$ cat config.mk
export PLATFORM = sky130hd
export DESIGN_NAME = sipo_mc
export DESIGN_NICKNAME = d
export VERILOG_FILES = /design/src/rtl/sipo_mc_pkg.sv /design/src/rtl/sync_fifo_fwft.sv /design/src/rtl/sipo_mc.sv
export SDC_FILE = /design/constraint.sdc
export NUM_CORES = 2
export LEC_CHECK = 0
export BUFFER_PORTS_ARGS = -buffer_cell sky130_fd_sc_hd__buf_2
export CAP_MARGIN = 25
export CORE_MARGIN = 2
export CORE_UTILIZATION = 60
export DETAILED_ROUTE_END_ITERATION = 12
export PLACE_DENSITY = 0.82
export SYNTH_ARGS = -nofsm -noshare
export SYNTH_HDL_FRONTEND = slang
export SYNTH_HIERARCHICAL = 1
export SYNTH_SLANG_ARGS = --single-unit
$ cat constraint.sdc
create_clock -name clk -period 15.2 [get_ports clk]
set_clock_uncertainty 0.15 [all_clocks]
set_input_delay 0.76 -clock clk [delete_from_list [all_inputs] [get_ports clk]]
set_output_delay 0.76 -clock clk [all_outputs]
set_load 0.05 [all_outputs]
$ cat src/rtl/sipo_mc_pkg.sv
// sipo_mc_pkg: shared widths, bit-order enum and lane slicing helper for sipo_mc
package sipo_mc_pkg;
  typedef enum logic {BIT_ORDER_LSB = 1'b0, BIT_ORDER_MSB = 1'b1} bit_order_e;
  function automatic int cnt_w(input int n);
    return (n > 1) ? $clog2(n) : 1;
  endfunction
  function automatic int lvl_w(input int n);
    return $clog2(n + 1);
  endfunction
  function automatic int lane_lo(input int lane, input int width);
    return lane * width;
  endfunction
endpackage

$ cat src/rtl/sync_fifo_fwft.sv
// sync_fifo_fwft: first-word-fall-through FIFO with level-derived full/empty and flush
module sync_fifo_fwft
  import sipo_mc_pkg::*;
#(
  parameter int DW    = 8,
  parameter int DEPTH = 4
) (
  input  logic                      clk,
  input  logic                      rst,
  input  logic                      push,
  input  logic                      pop,
  input  logic                      flush,
  input  logic [DW-1:0]             wdata,
  output logic [DW-1:0]             rdata,
  output logic [lvl_w(DEPTH)-1:0]   level,
  output logic                      full,
  output logic                      empty
);
  localparam int AW = cnt_w(DEPTH);
  localparam int LW = lvl_w(DEPTH);
  logic [DW-1:0] mem [DEPTH];
  logic [AW-1:0] wptr, rptr;
  logic do_push, do_pop;
  assign full    = level == LW'(DEPTH);
  assign empty   = level == '0;
  assign do_pop  = pop & ~empty & ~flush;
  assign do_push = push & (~full | do_pop) & ~flush;
  assign rdata   = mem[rptr];
  always_ff @(posedge clk)
    if (do_push) mem[wptr] <= wdata;
  always_ff @(posedge clk or posedge rst)
    if (rst) begin
      wptr  <= '0;
      rptr  <= '0;
      level <= '0;
    end else if (flush) begin
      wptr  <= '0;
      rptr  <= '0;
      level <= '0;
    end else begin
      wptr  <= wptr + AW'(do_push);
      rptr  <= rptr + AW'(do_pop);
      level <= level + LW'(do_push) - LW'(do_pop);
    end
endmodule

$ cat src/rtl/sipo_mc.sv
// sipo_mc: multi-lane serial-to-parallel deserializer feeding a FWFT FIFO with drop-on-full
module sipo_mc
  import sipo_mc_pkg::*;
#(
  parameter int LANES    = 4,
  parameter int WIDTH    = 32,
  parameter int DEPTH    = 16,
  parameter int OVF_BITS = 16
) (
  input  logic                      clk,
  input  logic                      rst,
  input  logic                      en,
  input  logic [LANES-1:0]          sin,
  input  logic                      sin_valid,
  input  logic                      frame_sync,
  input  logic                      cfg_msb_first,
  input  logic                      flush,
  input  logic                      ovf_clr,
  output logic                      out_valid,
  input  logic                      out_ready,
  output logic [LANES*WIDTH-1:0]    out_data,
  output logic [lvl_w(DEPTH)-1:0]   level,
  output logic                      full,
  output logic [OVF_BITS-1:0]       ovf_cnt,
  output logic                      ovf_sticky
);
  localparam int CW = cnt_w(WIDTH);
  logic [LANES*WIDTH-1:0] sr, sr_nxt;
  logic [CW-1:0] bit_cnt;
  bit_order_e mode, eff_mode;
  logic strobe, push, pop, drop, empty;
  assign strobe    = en & sin_valid;
  assign eff_mode  = (bit_cnt == '0 || frame_sync) ? bit_order_e'(cfg_msb_first) : mode;
  assign push      = strobe & ~frame_sync & ~flush & (bit_cnt == CW'(WIDTH - 1));
  assign out_valid = ~empty;
  assign pop       = out_valid & out_ready;
  assign drop      = push & full & ~pop;
  // frame_sync starts the new word from a cleared register so no stale bits survive
  for (genvar i = 0; i < LANES; i++) begin : g_lane
    logic [WIDTH-1:0] cur;
    assign cur = frame_sync ? '0 : sr[lane_lo(i, WIDTH) +: WIDTH];
    assign sr_nxt[lane_lo(i, WIDTH) +: WIDTH] = (eff_mode == BIT_ORDER_MSB) ?
      {cur[WIDTH-2:0], sin[i]} : {sin[i], cur[WIDTH-1:1]};
  end
  always_ff @(posedge clk or posedge rst)
    if (rst) begin
      sr      <= '0;
      bit_cnt <= '0;
      mode    <= BIT_ORDER_LSB;
    end else if (flush) begin
      sr      <= '0;
      bit_cnt <= '0;
    end else if (strobe) begin
      sr      <= sr_nxt;
      bit_cnt <= frame_sync ? CW'(1) : bit_cnt + CW'(1);
      mode    <= eff_mode;
    end else if (frame_sync) begin
      sr      <= '0;
      bit_cnt <= '0;
    end
  always_ff @(posedge clk or posedge rst)
    if (rst) begin
      ovf_cnt    <= '0;
      ovf_sticky <= 1'b0;
    end else if (drop) begin
      ovf_cnt    <= ovf_clr ? OVF_BITS'(1) : ovf_cnt + OVF_BITS'(~&ovf_cnt);
      ovf_sticky <= 1'b1;
    end else if (ovf_clr) begin
      ovf_cnt    <= '0;
      ovf_sticky <= 1'b0;
    end
  sync_fifo_fwft #(.DW(LANES * WIDTH), .DEPTH(DEPTH)) u_fifo (
    .clk   (clk),
    .rst   (rst),
    .push  (push),
    .pop   (pop),
    .flush (flush),
    .wdata (sr_nxt),
    .rdata (out_data),
    .level (level),
    .full  (full),
    .empty (empty)
  );
endmodule

## After elaboration in Yosys (flattened, before gate mapping)

Memories as Yosys holds them, arrays and structs flattened.
Cells that the tools add are included.
Widths: inputs -> output; s select.

- Latch bits: 0
- Memories: 1
- Output and inout port bits: 152
- Bits in read-only memories: 0
- Memory bits (writable): 2048
- Register bits after elaboration: 164
- Logic and storage cells: 68

Memories:

| name | words | bits a word | rd ports | clocked after Yosys merged registers in | write ports | line | RTL |
|---|---|---|---|---|---|---|---|
| u_fifo.mem | 16 | 128 | 1 | 0 | 1 | sync_fifo_fwft.sv:21 | `logic [DW-1:0] mem [DEPTH];` |

- Shifts and indexed selects: 0
- Order comparisons: 0
- Bitwise gates (word level): 17
- Add/sub/neg operators: 6
- $mul: 0
- Reductions and logical operators: 8
- Mux-type cells: 26
- Equal/unequal tests: 2
- Div/mod/pow operators: 0

Operators by type and width:

| kind | count |
|---|---|
| $mux 128 | 3 |
| $mux 32 | 8 |
| $mux 16 | 3 |
| $mux 5 | 5 |
| $add 16x1->16 | 1 |
| $reduce_and 16->1 | 1 |
| $and 1x1->1 | 11 |
| $eq 5x5->1 const B | 2 |
| $logic_not 5->1 | 2 |
| $add 4x1->4 | 2 |
| $mux 4 | 2 |
| $add 5x1->5 | 1 |
| $add 5x1->5 const B | 1 |
| $mux 1 | 5 |
| $not 1->1 | 5 |
| $sub 5x1->5 | 1 |
| $reduce_bool 3->1 | 1 |
| $reduce_and 2->1 | 1 |
| $reduce_bool 2->1 | 1 |
| $logic_not 1->1 | 1 |
| $logic_or 1x1->1 | 1 |
| $or 1x1->1 | 1 |

## Depth between registers and ports, before layout

- Depth in word-level cells: 11
- Mapped depth: 17
- Gate-level depth less buffers: 17

## Modules after synthesis

Netlist, hierarchy kept.

By module, submodules not included:

| module | area an instance (um^2) | sequential area each (um^2) | times used | cells an instance |
|---|---|---|---|---|
| sync_fifo_fwft | 77498.1 | 61824.3 | 1 | 3346 |
| sipo_mc | 7850.0 | 3778.6 | 1 | 847 |

## Worst setup path before layout

OpenSTA, ideal clock, no wires.

- Path kind: in2reg
- From: input flush
- To: memory u_fifo/mem[4][0] (netlist bit), enable pin
- Library setup time: 772 ps
- Required time: 14278 ps
- Buffers on the path: 2
- Arrival time: 10821 ps
- Setup slack: 3456 ps
- Stages: 8
- Path through: buf_2 and3b_1 clkbuf_1 and3b_1 nand2b_1 a21oi_1 nand3b_1 nor3_1

- Cells in the longest elaborated chain, start to end: 7
- Elaborated cells on any way between the ends: 9
- Those cells by class: mux: 2; bitwise: 7

Ends and longest elaborated chain:

| element | line | RTL |
|---|---|---|
| from (decl) | sipo_mc.sv:17 | `input logic flush,` |
| $not 1->1 (no source line) | -- |  |
| $and 1x1->1 (2 in series) | sipo_mc.sv:34 | `assign push = strobe & ~frame_sync & ~flush & (bit_cnt == CW'(WIDTH - 1));` |
| named net push | sipo_mc.sv:31 | `logic strobe, push, pop, drop, empty;` |
| $and 1x1->1 (2 in series) | sync_fifo_fwft.sv:27 | `assign do_push = push & (~full \| do_pop) & ~flush;` |
| $mux 1 | sync_fifo_fwft.sv:30 | `if (do_push) mem[wptr] <= wdata;` |
| $mux 1 (not written as such) | sync_fifo_fwft.sv:30 |  |
| to (decl) | sync_fifo_fwft.sv:21 |  |

The timed path passes the listed nets, and every way through them passes these cells.

## Worst setup path after layout

- From: register u_fifo.rptr[1]
- To: output out_data[41]

- Cells in the longest elaborated chain, start to end: 1

Ends and longest elaborated chain:

| element | line | RTL |
|---|---|---|
| from (decl) | sync_fifo_fwft.sv:22 | `logic [AW-1:0] wptr, rptr;` |
| from (signal assigned) | sync_fifo_fwft.sv:42 | `rptr <= rptr + AW'(do_pop);` |
| $mem_v2 16x128 | -- |  |
| to (decl) | sipo_mc.sv:21 | `output logic [LANES*WIDTH-1:0] out_data,` |

Every way passes these cells.

==> results.json <==
{
  "status": "finished, violations left",
  "violations": "design-rule violations",
  "post_drt_wl_per_cell_microns": 32.4,
  "min_period_over_period_pct": 44.0,
  "intPower_w": 0.00977,
  "crit_path_start_kind": "flop",
  "ys.warnings.count": 6,
  "min_path_cells": 3,
  "cts_setup_buffers": 0,
  "drc": 1,
  "path_clk_slew_ps": 70,
  "synth.top_cell.area_share_pct": 72.1,
  "num_vias": 44100,
  "grt_setup_unrepaired": "false",
  "cp.required_ps": 14290,
  "p_sw_share_pct": 22.0,
  "synth_fp_nets": 4222,
  "rows": 138,
  "synth_edf_count": 2048,
  "r2r_end": "u_fifo/mem[15][0]",
  "io_buffers": 164,
  "synth-async-reset-ratio_pct": 7.41,
  "synth_commonest_cells": "edfxtp_1 (2048), mux4_2 (456), a22oi_1 (284), nand2_1 (261), mux2i_1 (235)",
  "gp_congestion": 0.776,
  "synth_area_leaders": "edfxtp_1 (72%), mux4_2 (12%), dfrtp_1 (4.8%), mux2i_1 (2.8%), a22oi_1 (2.5%)",
  "antenna_left": 0,
  "synth_top_family_by_area": "multiplexers",
  "grt_max_degree": 138,
  "synth-simple-area-share_pct": 2.68,
  "syn_avg_cell_area_sq_um": 20.4,
  "synth_top_area_cell": "edfxtp_1",
  "diodes": 0,
  "ff2ff_setup_slack_ps": 9960,
  "syn_area_sq_mm": 0.0853,
  "setup_viol": 0,
  "tightest_slew_ps": 1120,
  "cpPeakStageDelay_ps": 970,
  "io_pins": 165,
  "pwr-share-seq_pct": 52.6,
  "fmax_ghz": 0.150,
  "finalHoldViolations": 0,
  "end_kind": "output pin",
  "critPathMostFrequentCell": "buf_4",
  "viasPerCell": 6.81,
  "grt_overflow_total": 0,
  "seq_area_frac_synth_pct": 76.9,
  "synthFlopType": "edfxtp_1",
  "r2r_start": "u_fifo/level[3]",
  "crit_path_max_fanout": 72,
  "cts_tree": "yes",
  "synth_compound_area_share_pct": 3.57,
  "relSlewSlack_pct": 25.2,
  "final_layout_size_suffix_gt1_share_pct": 23.4,
  "synthCells": 4193,
  "synth_xor_xnor_area_share_pct": 0.133,
  "p_sw_w": 0.00275,
  "clk_latency_ps": 860,
  "synthAdderAreaFrac_pct": 0.243,
  "die_w_microns": 381,
  "clockBufferDepth": 3,
  "core_sq_mm": 0.141,
  "cts_buffers": 205,
  "power_density_mw_per_mm2": 132,
  "reg2reg_depth": 12,
  "crit_type": "reg2out",
  "crit_family": "buffers and inverters",
  "antenna_found_initial": 6,
  "crit_slowest_cell": "dfrtp_4",
  "hp-start": "sin[1]",
  "fin_cells": 6481,
  "fin_util_pct": 67.3,
  "p_leak_nw": 29.1,
  "routed_wl_microns": 210000,
  "p_comb_share_pct": 6.1,
  "synth_cell_types": 50,
  "dieHeight_microns": 381,
  "cp.arrival_ps": 5780,
  "fin_setup_tns_ps": 0,
  "fin_ws_ps": 8510,
  "cts_root_buf": "clkbuf_16",
  "place_inst": 6083,
  "clkSinkCount": 2212,
  "max_cap_violations": 0,
  "p_clk_share_pct": 41.2,
  "ir_worst_vdd_mv": 0.112,
  "min_path_type": "in2reg",
  "fin_nets": 4441,
  "grt_pass1_wl_microns": 305000,
  "h-tree-depth": 4,
  "die-area_sq_mm": 0.145,
  "holdWs_ps": 82.1,
  "syn_to_final_growth_pct": 11.6,
  "place.detailed.hpwl_microns": 100000,
  "hold_end": "sr[32]",
  "crit_buf_inv": 4,
  "slew_viol_final": 0,
  "pre_cts_ws_ps": 9430,
  "grt_usage_pct": 29.0,
  "grt_pass1_vias": 45300,
  "fin_crit_ps": 6690,
  "crit_chain": "buf_4, buf_4, buf_4, mux4_2, a22oi_1, nand2_1, buf_2",
  "drt_iter0_drc": 6377,
  "muxShareOfSynthArea_pct": 14.9,
  "synth.most_common_cell": "edfxtp_1",
  "initial_utilization_pct": 60.4,
  "ys_ff_latch": 2212,
  "drtPass1Iterations": 11
}
-- sequential cells by signal, indices dropped and copies added (netlist names) --
register      cells
u_fifo/mem     2048
sr              128
ovf_cnt          16
bit_cnt           5
u_fifo/level      5
u_fifo/rptr       4
u_fifo/wptr       4
mode              1
ovf_sticky        1
-- per-layer routing --
| metal | vias up | GRT usage (%) | wire, microns |
|---|---|---|---|
| met5 | - | 0 | 64 |
| met4 | 10 | 10.9 | 7730 |
| met3 | 516 | 6.11 | 24600 |
| met2 | 3200 | 47.1 | 105000 |
| met1 | 22800 | 39.5 | 72700 |
| li1 | 17600 | - | - |
-- worst max-delay path by stage --
stage	from	endpoint	cells past startpoint
2_1_floorplan	flush	u_fifo/mem[4][0]	8
3_3_place_gp	u_fifo/rptr[1]	out_data[96]	7
3_5_place_dp	u_fifo/rptr[1]	out_data[43]	7
4_1_cts	u_fifo/rptr[1]	out_data[96]	7
5_1_grt	u_fifo/rptr[1]	out_data[41]	7
6_report	u_fifo/rptr[1]	out_data[41]	7
-- power groups by stage --
stage                     Sequential [W]  Clock, W  Combinational [W]
final                            0.00659   0.00517           0.000766
after global routing             0.00659   0.00542           0.000816
after CTS                        0.00660   0.00521           0.000771
after detailed placement         0.00672         0           0.000767
after global placement           0.00672         0           0.000761
after floorplan                  0.00672         0           0.000626
-- placed cells by master (no fill, tap or decap), drive strengths merged, types with 131 or more instances in the layout --
cell | netlist | layout
nor2 | 153 | 153
dfrtp | 164 | 164
clkbuf | 105 | 262
edfxtp | 2048 | 2048
mux2i | 236 | 236
nand2 | 261 | 261
a22oi | 284 | 284
o21ai | 131 | 131
buf | 146 | 258
mux4 | 456 | 456
-- worst reg2reg max path, cell delays in order (launching register included) --
cell and delay [ps]:
dfrtp_1 390, inv_1 80, ha_1 180, nor4b_1 170, nand2b_2 230, inv_1 100, inv_1 60, a21oi_1 370
nand3_1 390, nor2_4 160, buf_4 670, buf_4 920, buf_4 920
-- repair_timing --
item,in CTS,in global routing
gates resized for setup,0,0
endpoints found under the hold margin,13,0
hold buffers,1,0
-- layout make-up --
cell class | instances | area (sq um)
fillers | 8268 | 46200
clock buffers | 258 | 5470
clock inverters | 128 | 1350
inverters | 18 | 72.6
flip-flops and latches | 2212 | 65600
multi-input cells | 1712 | 18600
well taps | 1890 | 2360
repair buffers | 263 | 1790
-- cell families (layout without fill, tap and decap cells) --
logic type / count (synthesis) / count (layout)
AO/OA/AOI/OAI: 451 / 451
multiplexers: 702 / 702
buffers and inverters: 269 / 667
XOR/XNOR: 13 / 13
flip-flops: 2212 / 2212
AND/OR/NAND/NOR: 530 / 530
adder cells (fa/ha/maj): 16 / 16
-- metrics by stage --
step	total power (W)	area (sq um)
2_1_floorplan	0.00734	85300
3_3_place_gp	0.00748	88200
3_5_place_dp	0.00749	88200
4_1_cts	0.0126	95100
5_1_grt	0.0128	95200
6_report	0.0125	95200
(Power assumes the default switching activity.)
